===== src/rtl/imem_fetch_ctrl.sv =====
// imem_fetch_ctrl: instruction fetch sequencer for the word-indexed ROM.
// Holds the PC and issues one ROM read per cycle into a 2-entry prefetch
// queue. Decode sees the queue head through a valid/ready handshake.
// A branch/jump redirect flushes the queue and reloads the PC. Fetch halts
// once the PC runs past the populated ROM depth.
module imem_fetch_ctrl #(
   parameter int          MEM_DEPTH = 16,
   parameter logic [31:0] BOOT_PC   = 32'd0,
   parameter int          CNT_W     = 16
) (
   input  logic             clk,
   input  logic             rst,
   input  logic             start,
   output logic [31:0]      imem_addr,
   input  logic [31:0]      imem_instr,
   output logic             instr_valid,
   input  logic             instr_ready,
   output logic [31:0]      instr_out,
   output logic [31:0]      instr_pc,
   input  logic             redirect_valid,
   input  logic [31:0]      redirect_pc,
   output logic             busy,
   output logic             halted,
   output logic [CNT_W-1:0] fetch_count
);

   typedef enum logic [1:0] {IDLE, RUN, HALT} state_t;

   localparam logic [31:0] LAST_PC = 32'(MEM_DEPTH - 1);
   localparam logic [31:0] DEPTH32 = 32'(MEM_DEPTH);

   state_t      state;
   state_t      state_next;
   logic [31:0] pc;
   logic [1:0]  count;
   logic [1:0]  count_next;
   logic [31:0] q1_instr;
   logic [31:0] q1_pc;
   logic        pop;
   logic        issue;
   logic        target_ok;

   assign imem_addr = pc;

   // Handshake, fetch issue and next-state decisions; redirect has priority.
   always_comb begin
      pop        = instr_valid && instr_ready;
      issue      = (state == RUN) && !redirect_valid && ((count != 2'd2) || pop);
      target_ok  = redirect_pc < DEPTH32;
      state_next = state;
      count_next = count + {1'b0, issue} - {1'b0, pop};
      if (redirect_valid) begin
         count_next = 2'd0;
         case (state)
            RUN:     if (!target_ok) state_next = HALT;
            HALT:    if (target_ok)  state_next = RUN;
            default: state_next = state;
         endcase
      end else begin
         case (state)
            IDLE:    if (start) state_next = RUN;
            RUN:     if (issue && (pc == LAST_PC)) state_next = HALT;
            default: state_next = state;
         endcase
      end
   end

   // State, PC, counter and queue storage with registered status outputs.
   always_ff @(posedge clk) begin
      if (rst) begin
         state       <= IDLE;
         pc          <= BOOT_PC;
         count       <= 2'd0;
         instr_valid <= 1'b0;
         instr_out   <= 32'd0;
         instr_pc    <= 32'd0;
         q1_instr    <= 32'd0;
         q1_pc       <= 32'd0;
         busy        <= 1'b0;
         halted      <= 1'b0;
         fetch_count <= '0;
      end else begin
         state       <= state_next;
         busy        <= (state_next == RUN);
         halted      <= (state_next == HALT);
         count       <= count_next;
         instr_valid <= (count_next != 2'd0);

         if (redirect_valid)
            pc <= redirect_pc;
         else if (issue)
            pc <= pc + 32'd1;
         else if ((state == IDLE) && start)
            pc <= BOOT_PC;

         if (issue)
            fetch_count <= fetch_count + 1'b1;

         // Flushed entries are simply forgotten via count; data regs may keep
         // stale values because instr_valid qualifies them.
         if (!redirect_valid) begin
            // Head slot: advance from slot 1, or take the new fetch when the
            // head is empty or being consumed with nothing behind it.
            if (pop && (count == 2'd2)) begin
               instr_out <= q1_instr;
               instr_pc  <= q1_pc;
            end else if (issue && ((count == 2'd0) || ((count == 2'd1) && pop))) begin
               instr_out <= imem_instr;
               instr_pc  <= pc;
            end
            // Second slot: new fetch lands behind a head that stays.
            if (issue && ((count == 2'd2) || ((count == 2'd1) && !pop))) begin
               q1_instr <= imem_instr;
               q1_pc    <= pc;
            end
         end
      end
   end

endmodule


===== config.mk =====
export PLATFORM = sky130hd
export DESIGN_NAME = imem_fetch_ctrl
export DESIGN_NICKNAME = d
export VERILOG_FILES = /design/src/rtl/imem_fetch_ctrl.sv
export SDC_FILE = /design/constraint.sdc
export NUM_CORES = 1
export LEC_CHECK = 0
export BUFFER_PORTS_ARGS = -buffer_cell sky130_fd_sc_hd__buf_2
export CAP_MARGIN = 15
export CORE_AREA = 8 8 150 124
export CTS_BUF_LIST = sky130_fd_sc_hd__clkbuf_8
export DETAILED_ROUTE_END_ITERATION = 6
export DIE_AREA = 0 0 158 132
export PLACE_DENSITY = 0.81
export SYNTH_ARGS = -nofsm -noshare
export SYNTH_HDL_FRONTEND = slang
export SYNTH_SLANG_ARGS = --single-unit

===== constraint.sdc =====
create_clock -name clk -period 3.1 [get_ports clk]
set_input_delay 0.155 -clock clk [delete_from_list [all_inputs] [get_ports clk]]
set_output_delay 0.155 -clock clk [all_outputs]
set_load 0.1 [all_outputs]

==> Flow_metrics.wiki <==
{| class="wikitable"
! Metric !! Value
|-
| Clock-pin slew on the worst setup and hold paths || 0.08 ns
|-
| Count of H-tree levels built during CTS || 4
|-
| Worst voltage drop across the vdd grid || 0.000328 V
|-
| Detailed-route wire length || about 26,000 um
|-
| Footprint of the multi-input gates || 0.00428 mm^2
|-
| Part of the Yosys area used for sequential elements || 43.9%
|-
| Placeable core region || about 0.016 mm^2
|-
| Achievable clock frequency || 0.390 GHz
|-
| Cell Area, Synth || 0.00834 mm^2
|-
| Die area || 0.0209 mm^2
|-
| Vias/cell || 5.79
|-
| Final clock period utilization by the worst path || 82.7%
|-
| Number of slew-limit violations in the final report || 0
|-
| Number of enable-type register cells in the synthesized netlist || 0
|-
| Die boundary width || 158 um
|-
| Area share of the largest cell type after synthesis || 43.9%
|-
| Final TNS setup || 0 ns
|-
| Setup violations, final || 0
|-
| Met2 GRT Util || 38.6%
|-
| Power, Total || slightly above 5 mW
|-
| Max_slew headroom || 43.3%
|-
| Leak || 3.90 nW
|-
| Layout overhead on the synthesized area || 23.1%
|-
| Final net count || 1,332
|-
| Inserted Clock Buffers || 17
|-
| Post-synth top cells || sky130_fd_sc_hd__nand2_1, sky130_fd_sc_hd__dfxtp_1, sky130_fd_sc_hd__nor2_1
|-
| Result of the run || complete, but fails checks
|-
| Layer with the highest usage after global routing || met2
|-
| Proportion of synthesized flip-flops having asynchronous set or reset || 0%
|-
| Violations in the final reports || design-rule violations
|-
| Die Span Y || 132 um
|-
| Maximum capacitance violations || 0
|-
| Max Fanout on Critical Path || 8
|-
| Final setup skew || 0.0160 ns
|-
| Unrepaired setup endpoints after global routing || no
|-
| Shortest period the worst path allows || 2.56 ns
|-
| Hold Path Cell Cnt || 4
|-
| Launch point of the worst hold path || redirect_pc[30]
|-
| Critical Path RT || roughly 3.4 ns
|-
| CTS root buf || sky130_fd_sc_hd__clkbuf_8
|-
| Initial detailed-routing violation count || 1,080
|-
| Count of state elements after synthesis || 183
|-
| Syn_nets || 1,154
|-
| Start point of the critical path || state[1]$_SDFF_PP0_
|-
| Post-synthesis cell count || about 1,100
|-
| Global-route track usage on met3 || 5.64%
|-
| Count of different cell masters after synthesis || 58
|-
| Layout cell share with drive strength beyond 1 || a little under 20%
|-
| Cell type with the largest total area after synthesis || sky130_fd_sc_hd__dfxtp_1
|-
| Count of antenna-violating nets left after detailed routing || 0
|-
| Register Area || 0.00366 mm^2
|-
| GR Util All Layers || a little under a quarter
|-
| Latest clock arrival within the worst-skew pair || 0.45 ns
|-
| Resized cells post-CTS || 0
|-
| CP endpoint kind || register
|-
| Placed wire-length estimate || 16,500 um
|-
| Area contributors post-synth || sky130_fd_sc_hd__dfxtp_1, sky130_fd_sc_hd__nand2_1, sky130_fd_sc_hd__a311oi_1
|-
| Total global routing overflow || 0
|-
| Number of warnings printed during yosys synthesis || 0
|-
| Final Hold Violating Endpoints || 0
|-
| Path depth of the worst reg2reg path || 12
|-
| First-pass detailed-route iteration total || 7
|-
| Measured slew at the worst slew-check pin || 0.850 ns
|-
| Number of fillers in the final layout || 1,381
|-
| Maximum number of pins on one net before global-route repair || roughly 110
|-
| Worst hold slack after final layout || 0.0350 ns
|-
| Capture endpoint of the worst hold path || imem_addr[30]$_SDFFE_PP0P_
|-
| Average instance area after synthesis || about 7.7 um^2
|-
| Number of antenna violations at the first check in global routing || 4
|-
| WP data arrival || 2.90 ns
|-
| Kind of critical path || reg -> reg
|-
| Via count of the first global-routing pass || 8,139
|-
| Path class of the lowest-slack min-delay path || in -> reg
|-
| Detailed-route wire length per cell || 17.1 um
|-
| # clock sinks || 183
|-
| Power density relative to cell area || 490 mW/mm^2
|-
| Top_reg_cell synth || sky130_fd_sc_hd__dfxtp_1
|-
| Final cell utilization of the core || 63.5%
|-
| Routability congestion estimate from global placement || 0.924
|-
| Site Rows || between 40 and 50
|-
| CP Launch Type || register
|-
| Port-buffer cells || 183
|-
| Total number of vias || between 8,000 and 9,000
|-
| Worst reg2reg path startpoint || state[1]$_SDFF_PP0_
|-
| Clk buf depth || 2
|-
| Worst r2r dst || instr_valid$_SDFF_PP0_
|-
| Count leader, synth || sky130_fd_sc_hd__nand2_1
|-
| Met1 GRT Util || 31.0%
|-
| Initial core utilization || between 50% and 60%
|-
| Number of top-level design ports || about 180
|-
| CTS tree || built
|-
| DR DRC count || 1
|-
| First-pass GRT wire length || between 40,000 and 50,000 um
|-
| Slack of the worst reg-to-reg path || around 0.54 ns
|}
## worst max-delay path by stage
stage / endpoint / cells past startpoint
4_1_cts: instr_valid$_SDFF_PP0_ / 12
3_3_place_gp: instr_valid$_SDFF_PP0_ / 12
5_1_grt: instr_valid$_SDFF_PP0_ / 12
6_report: instr_valid$_SDFF_PP0_ / 12
2_1_floorplan: instr_valid$_SDFF_PP0_ / 12
3_5_place_dp: instr_valid$_SDFF_PP0_ / 12
## through the flow
stage / std cells / cell area, um^2 / setup WS [ns]
finish: 1492 / 10300 / 0.537
global route: 1492 / 10300 / 0.368
CTS: 1488 / 10300 / 0.545
detailed placement: 1402 / 9350 / 0.548
global placement: 1402 / 9350 / 0.706
floorplan: 1078 / 8340 / 0.296
## cell usage in the layout (no fill, tap or decap), types with 4 or more instances in the layout
cell type and n:
sky130_fd_sc_hd__xnor2_1 11, sky130_fd_sc_hd__a22oi_1 9, sky130_fd_sc_hd__and3_1 4, sky130_fd_sc_hd__a31oi_1 16, sky130_fd_sc_hd__dlygate4sd3_1 55, sky130_fd_sc_hd__dfxtp_1 182
sky130_fd_sc_hd__nor3b_1 4, sky130_fd_sc_hd__nor4_1 21, sky130_fd_sc_hd__or4_1 5, sky130_fd_sc_hd__o21a_1 4, sky130_fd_sc_hd__o21ai_0 24, sky130_fd_sc_hd__nand2_1 238
sky130_fd_sc_hd__buf_2 182, sky130_fd_sc_hd__and4_1 8, sky130_fd_sc_hd__or3_1 7, sky130_fd_sc_hd__nand3_1 79, sky130_fd_sc_hd__and2_1 8, sky130_fd_sc_hd__clkinvlp_4 4
sky130_fd_sc_hd__nor2_1 104, sky130_fd_sc_hd__a21oi_1 82, sky130_fd_sc_hd__a311oi_1 64, sky130_fd_sc_hd__inv_1 14, sky130_fd_sc_hd__ha_1 7, sky130_fd_sc_hd__nand2b_1 4
sky130_fd_sc_hd__xor2_1 10, sky130_fd_sc_hd__diode_2 4, sky130_fd_sc_hd__nor3_1 8, sky130_fd_sc_hd__o31a_1 4, sky130_fd_sc_hd__nand4_1 22, sky130_fd_sc_hd__clkbuf_8 20
sky130_fd_sc_hd__buf_4 19
## worst max-delay path, stage by stage, from the launching register on
cell and delay [ns]:
sky130_fd_sc_hd__dfxtp_1 0.38, sky130_fd_sc_hd__inv_1 0.11, sky130_fd_sc_hd__ha_1 0.31, sky130_fd_sc_hd__nand2b_1 0.18
sky130_fd_sc_hd__a21oi_4 0.16, sky130_fd_sc_hd__inv_2 0.10, sky130_fd_sc_hd__ha_1 0.29, sky130_fd_sc_hd__inv_1 0.06
sky130_fd_sc_hd__ha_1 0.15, sky130_fd_sc_hd__xor2_1 0.20, sky130_fd_sc_hd__xnor2_1 0.14, sky130_fd_sc_hd__nor3_1 0.07
sky130_fd_sc_hd__or2_2 0.31
## what timing repair did
item / CTS / global route
endpoints found under the hold margin: 87 / 0
buffers inserted: 0 / 0
hold buffers: 55 / 0
## layout make-up
type / instances / area share [%]
clock inverter: 11 / 0.853
clock buffer: 20 / 2.68
inverter: 11 / 0.402
multi-input combinational: 785 / 41.7
antenna: 4 / 0.0975
timing repair buffer: 258 / 15.9
tap: 220 / 2.68
sequential: 183 / 35.7
## kinds of logic (layout without fill, tap and decap cells)
kind of cell | Yosys count | count (layout) | share of synthesized area (%)
mux | 3 | 3 | 0.375
compound gates | 230 | 230 | 18.8
buf+inv | 110 | 300 | 5.23
fa+ha+maj | 7 | 7 | 1.05
xor+xnor | 21 | 21 | 2.20
simple gates | 524 | 524 | 28.4
other cells | 0 | 4 | 0
flops | 183 | 183 | 43.9
## metal layers
metal | vias up | wire, um
met2 | 430 | 12000
met4 | 0 | 341
met3 | 33 | 2310
li1 | 4179 | -
met1 | 4001 | 10800
met5 | - | 0
## sequential cells by signal (all words and copies together) (netlist names)
| register | count |
|---|---|
| instr_pc | 32 |
| q1_instr | 32 |
| instr_out | 32 |
| imem_addr | 32 |
| count | 2 |
| halted | 1 |
| fetch_count | 16 |
| instr_valid | 1 |
| busy | 1 |
| q1_pc | 32 |
| state | 2 |
## report_power, final
part / total (mW) / leakage [nW] / switching, mW / internal (mW)
Combinational: 1.02 / 2.23 / 0.782 / 0.236
Clock: 1.50 / 0.189 / 0.815 / 0.682
Sequential: 2.52 / 1.48 / 0.0968 / 2.42
Note: power is estimated with default switching activity, not from simulation.
